File: src/rtl/pu_control_unit.sv
// Per-processing-unit controller: accepts a (row, col) job, fetches K operand pairs, writes one C element.
// Optional index bounds checking is compiled in when PU_BOUNDS_CHECK_EN is defined.
module pu_control_unit #(
  parameter int unsigned             DATA_WIDTH  = 32,
  parameter int unsigned             ADDR_WIDTH  = 16,
  parameter logic [ADDR_WIDTH-1:0]   A_BASE_ADDR = 'h0000,
  parameter logic [ADDR_WIDTH-1:0]   B_BASE_ADDR = 'h0400,
  parameter logic [ADDR_WIDTH-1:0]   C_BASE_ADDR = 'h0800
) (
  input  logic                  i_Clock,
  input  logic                  i_Reset,
  input  logic [31:0]           i_Config,
  input  logic                  i_Indexes_Ready,
  input  logic [7:0]            i_Row_Index,
  input  logic [7:0]            i_Column_Index,
  output logic                  o_Indexes_Received,
  output logic                  o_Mem_Read_En,
  output logic [ADDR_WIDTH-1:0] o_A_Addr,
  output logic [ADDR_WIDTH-1:0] o_B_Addr,
  input  logic [DATA_WIDTH-1:0] i_A_Data,
  input  logic [DATA_WIDTH-1:0] i_B_Data,
  input  logic                  i_Mem_Valid,
  output logic                  o_Result_Write_En,
  output logic [ADDR_WIDTH-1:0] o_Result_Addr,
  output logic [DATA_WIDTH-1:0] o_Result_Data,
  output logic                  o_Result_Ready
`ifdef PU_BOUNDS_CHECK_EN
  ,
  output logic                  o_Index_Error
`endif
);

  typedef enum logic [1:0] {
    S_IDLE,
    S_FETCH,
    S_WAIT,
    S_WRITE
  } state_t;

  state_t state, next_state;

  logic [7:0]            row_q;
  logic [7:0]            col_q;
  logic [7:0]            k_dim;
  logic [7:0]            n_dim;
  logic [7:0]            k_cnt;
  logic [DATA_WIDTH-1:0] acc;
  logic                  armed;
  logic                  received;
  logic                  result_ready;
  logic                  accept;
  logic                  last_term;
  logic                  out_of_range;
  logic [DATA_WIDTH-1:0] product;
  logic [15:0]           row_k;
  logic [15:0]           k_n;
  logic [15:0]           row_n;

`ifdef PU_BOUNDS_CHECK_EN
  logic index_error;
  assign out_of_range = (i_Row_Index >= i_Config[31:24]) || (i_Column_Index >= i_Config[7:0]);
  assign o_Index_Error = index_error;
`else
  assign out_of_range = 1'b0;
`endif

  assign last_term = (k_cnt == (k_dim - 8'd1));
  assign product   = i_A_Data * i_B_Data;
  assign row_k     = {8'b0, row_q} * {8'b0, k_dim};
  assign k_n       = {8'b0, k_cnt} * {8'b0, n_dim};
  assign row_n     = {8'b0, row_q} * {8'b0, n_dim};

  always_ff @(posedge i_Clock) begin
    if (!i_Reset) begin
      state <= S_IDLE;
    end else begin
      state <= next_state;
    end
  end

  // Addresses and result fields are gated by state so they read as zero outside their strobe cycle.
  always_comb begin
    next_state        = state;
    accept            = 1'b0;
    o_Mem_Read_En     = 1'b0;
    o_A_Addr          = '0;
    o_B_Addr          = '0;
    o_Result_Write_En = 1'b0;
    o_Result_Addr     = '0;
    o_Result_Data     = '0;
    case (state)
      S_IDLE: begin
        if (i_Indexes_Ready && armed) begin
          accept = 1'b1;
          if (out_of_range) begin
            next_state = S_IDLE;
          end else if (i_Config[23:16] == 8'd0) begin
            next_state = S_WRITE;
          end else begin
            next_state = S_FETCH;
          end
        end
      end
      S_FETCH: begin
        o_Mem_Read_En = 1'b1;
        o_A_Addr      = A_BASE_ADDR + ADDR_WIDTH'(row_k) + ADDR_WIDTH'(k_cnt);
        o_B_Addr      = B_BASE_ADDR + ADDR_WIDTH'(k_n) + ADDR_WIDTH'(col_q);
        next_state    = S_WAIT;
      end
      S_WAIT: begin
        if (i_Mem_Valid) begin
          next_state = last_term ? S_WRITE : S_FETCH;
        end
      end
      S_WRITE: begin
        o_Result_Write_En = 1'b1;
        o_Result_Addr     = C_BASE_ADDR + ADDR_WIDTH'(row_n) + ADDR_WIDTH'(col_q);
        o_Result_Data     = acc;
        next_state        = S_IDLE;
      end
      default: next_state = S_IDLE;
    endcase
  end

  always_ff @(posedge i_Clock) begin
    if (!i_Reset) begin
      row_q        <= '0;
      col_q        <= '0;
      k_dim        <= '0;
      n_dim        <= '0;
      k_cnt        <= '0;
      acc          <= '0;
      armed        <= 1'b1;
      received     <= 1'b0;
      result_ready <= 1'b0;
`ifdef PU_BOUNDS_CHECK_EN
      index_error  <= 1'b0;
`endif
    end else begin
      received <= 1'b0;
`ifdef PU_BOUNDS_CHECK_EN
      index_error <= 1'b0;
`endif
      // Seeing the request low re-arms acceptance, so a held request is taken only once.
      if (!i_Indexes_Ready) begin
        armed <= 1'b1;
      end
      if (accept) begin
        row_q        <= i_Row_Index;
        col_q        <= i_Column_Index;
        k_dim        <= i_Config[23:16];
        n_dim        <= i_Config[7:0];
        acc          <= '0;
        k_cnt        <= '0;
        armed        <= 1'b0;
        received     <= 1'b1;
        result_ready <= out_of_range;
`ifdef PU_BOUNDS_CHECK_EN
        index_error  <= out_of_range;
`endif
      end
      if (state == S_WAIT && i_Mem_Valid) begin
        acc <= acc + product;
        if (!last_term) begin
          k_cnt <= k_cnt + 8'd1;
        end
      end
      if (state == S_WRITE) begin
        result_ready <= 1'b1;
      end
    end
  end

  assign o_Indexes_Received = received;
  assign o_Result_Ready     = result_ready;

endmodule

File: config.mk
export PLATFORM = sky130hd
export DESIGN_NAME = pu_control_unit
export DESIGN_NICKNAME = d
export VERILOG_FILES = /design/src/rtl/pu_control_unit.sv
export SDC_FILE = /design/constraint.sdc
export NUM_CORES = 2
export LEC_CHECK = 0
export BUFFER_PORTS_ARGS = -buffer_cell sky130_fd_sc_hd__buf_2
export CAP_MARGIN = 30
export CORE_ASPECT_RATIO = 0.6
export CORE_MARGIN = 2
export CORE_UTILIZATION = 40
export DETAILED_ROUTE_END_ITERATION = 16
export PLACE_DENSITY = 0.58
export SKIP_CTS_REPAIR_TIMING = 1
export SLEW_MARGIN = 20
export SYNTH_ARGS = -nofsm -noshare
export SYNTH_HDL_FRONTEND = slang
export SYNTH_SLANG_ARGS = --single-unit
File: constraint.sdc
create_clock -name i_Clock -period 17.35 [get_ports i_Clock]
set_clock_uncertainty 0.15 [all_clocks]
set_input_delay 1.735 -clock i_Clock [delete_from_list [all_inputs] [get_ports i_Clock]]
set_output_delay 1.735 -clock i_Clock [all_outputs]
set_load 0.01 [all_outputs]
==> results.ini <==
[status]
outcome = completed

[worst_setup_path]
worstSetupPathType = in2reg
worstPathMaxFanout = 32
cp-start-kind = primary input
required_ns = 17.42
arrival_ns = 9.41
reg2regPathDepth = 24
crit_path_end_kind = flip-flop

[logic_synthesis]
yosys_warnings = 0
ys_types = 54
synthFlopType = dfxtp_1
synth_area_leader_cell = fa_1
ys_seq_area_share_pct = 5.774
ys_top_cells_by_count = inv_1, fa_1, nand2_1
synthSimpleGateAreaFrac_pct = 18.92
yosysTopAreaCellShare_pct = 42.74
synthCells = 3080
synth_edf_count = 0
synth-seq-cells = 77
syn-num-nets = 4001
synthMuxAreaShare_pct = 0.1500
synth_adder_area_share_pct = 53.76
synth_top_family_by_area = adder cells
synth-xor-area-share_pct = 4.298
async_reset_ff_share_pct = 0
syn_area_sq_um = 26700
avgSynthCellArea_sq_um = 8.668
synth_compound_area_share_pct = 5.226
synth.most_common_cell = inv_1
yosys-top-cells-area = fa_1, ha_1, inv_1

[detailed_routing]
via_per_inst = 4.862
drt_first_pass_iters = 5
num_vias = 19656
drtIter0Drc = 1423
drc = 0
ant_nets = 0
finalWirelength_um = 77240
wire_per_inst_um = 19.10

[hold_path]
hold_class = reg2reg
hold_depth = 2

[timing]
tightest_slew_ns = 0.9671
fmax_mhz = 107.2
setup_viol_count_final = 0
period_needed_ns = 9.332
finalHoldViolCount = 0
fin_crit_sh_pct = 53.79
slew_viol_final = 0
rsz0062_at_grt = no
relSlewSlack_pct = 35.53
setup_tns_ns = 0

[cells_and_area]
drive_gt1_share_pct = 7.261
nets = 4057
nFillCells = 6728
area_growth_pct = 7.152

[clock_network]
clock_latency_ns = 0.37
root_buffer = clkbuf_16
numCtsBuffers = 9
htreeDepth = 3
clkTransAtPathRegs_ns = 0.05
cts_sinks = 77
clk_path_buf_depth = 2
cts_tree = done

[die]
die_area_sq_um = 68890
die_h_um = 204.1
start_util_pct = 40.37
std_cell_rows = 73
io-pin-count = 200
core_area_sq_um = 66130
dieWidth_um = 337.5

[global_route]
overflow = 0
first_global_vias = 19962
grt_pass1_wl_um = 121700
grt_usage_pct = 23.50
grt_max_degree = 69
antenna_found_initial = 3

[run]
cap_viol_max_count = 0

[place]
gp_congestion = 0.8851
port-buffer-count = 183
place_hpwl_um = 62110

[through the flow]
stage               setup WS (ns)  util (%)  hold slack, ns  cells  instance area [sq um]
floorplan                   8.673         -          0.2750   3080                  26700
global placement            7.692     42.77          0.2849   4024                  28280
detailed placement          7.728     42.78          0.2936   4025                  28290
CTS                         8.067     43.25          0.3029   4040                  28600
global route                7.651     43.25          0.3258   4040                  28600
finish                      8.018     43.26          0.3002   4043                  28610
[worst paths after layout]
check                           endpoint  slack [ns]         from
worst max-delay path             acc[28]        8.02  i_B_Data[0]
worst min-delay path             acc[26]        0.30      acc[26]
worst max register to register   acc[28]        9.76      acc[18]
worst min register to register   acc[26]        0.30      acc[26]
[critical path: stages]
cell and delay [ns]:
buf_2 0.63, and2_1 0.25, fa_1 0.45, fa_1 0.50
fa_1 0.54, inv_1 0.09, fa_1 0.53, inv_1 0.05
fa_1 0.51, inv_1 0.06, fa_1 0.53, inv_1 0.05
fa_1 0.48, inv_1 0.05, fa_1 0.51, inv_1 0.06
ha_1 0.34, a21o_1 0.22, a21o_1 0.17, a21o_1 0.20
a221oi_1 0.28, o21ai_1 0.23, a221oi_2 0.48, a21oi_1 0.14
xnor2_1 0.20, o21ai_1 0.07
[metal layers]
layer	vias up	part of all wire [%]	track usage, %
met2	670	37	29.63
met1	9814	51	38.74
met3	37	11	7.628
li1	9133	-	-
met4	2	0.87	2.429
met5	-	0.017	0
[state kept, by name (all words and copies together) (netlist names)]
| register | count |
|---|---|
| acc | 32 |
| col_q | 8 |
| k_cnt | 8 |
| k_dim | 8 |
| n_dim | 8 |
| row_q | 8 |
| state | 2 |
| armed | 1 |
| o_Indexes_Received | 1 |
| o_Result_Ready | 1 |
[logic make-up after synthesis]
kind of cell               count (synthesis)
adders and majority gates                805
DFF                                       77
xor gates and xnor gates                 131
and+or+nand+nor                         1017
AOI/OAI and AO/OA                        203
muxes                                      4
buffers and inverters                    843
[cell type report]
type                       instances  area (sq um)  area share (%)
multi-input combinational       2160         21990           76.88
antenna                            3         7.507         0.02624
timing repair buffer             201          1055           3.687
clock inverter                     4         73.82          0.2581
inverter                         687          2579           9.015
clock buffer                      11         232.7          0.8135
tap                              900          1126           3.936
sequential                        77          1541           5.389
[placed cells by master (no fill, tap or decap), types with 3 or more instances in the layout]
cell type  Yosys  routed
nor2b_1       22      22
nor2_1        84      83
mux2i_1        4       4
o21a_1         9       9
nand3_1       14      14
dfxtp_1       77      77
a21oi_1       43      43
buf_2          3     183
a21boi_0      34      34
and2_1       394     394
xnor2_1      102     102
nor3_1         8       7
xor2_1        29      29
o41ai_1        5       5
nand4_1        8       8
diode_2        0       3
nand2_1      436     436
or2_2          3       3
buf_4          1      17
a22oi_1       15      15
a32oi_1        3       3
or3_1          6       6
o21ai_1        7       7
clkbuf_16      0       9
a21o_1        32      32
inv_1        687     687
and3_1        27      27
ha_1         235     235
o22ai_1        3       3
fa_1         570     570
o21ai_0       24      24
nand2b_1       6       6
o21bai_1      11      11
Power is not shown: default switching activity piles up to over one toggle a cycle in this logic, so the estimate is an artifact.
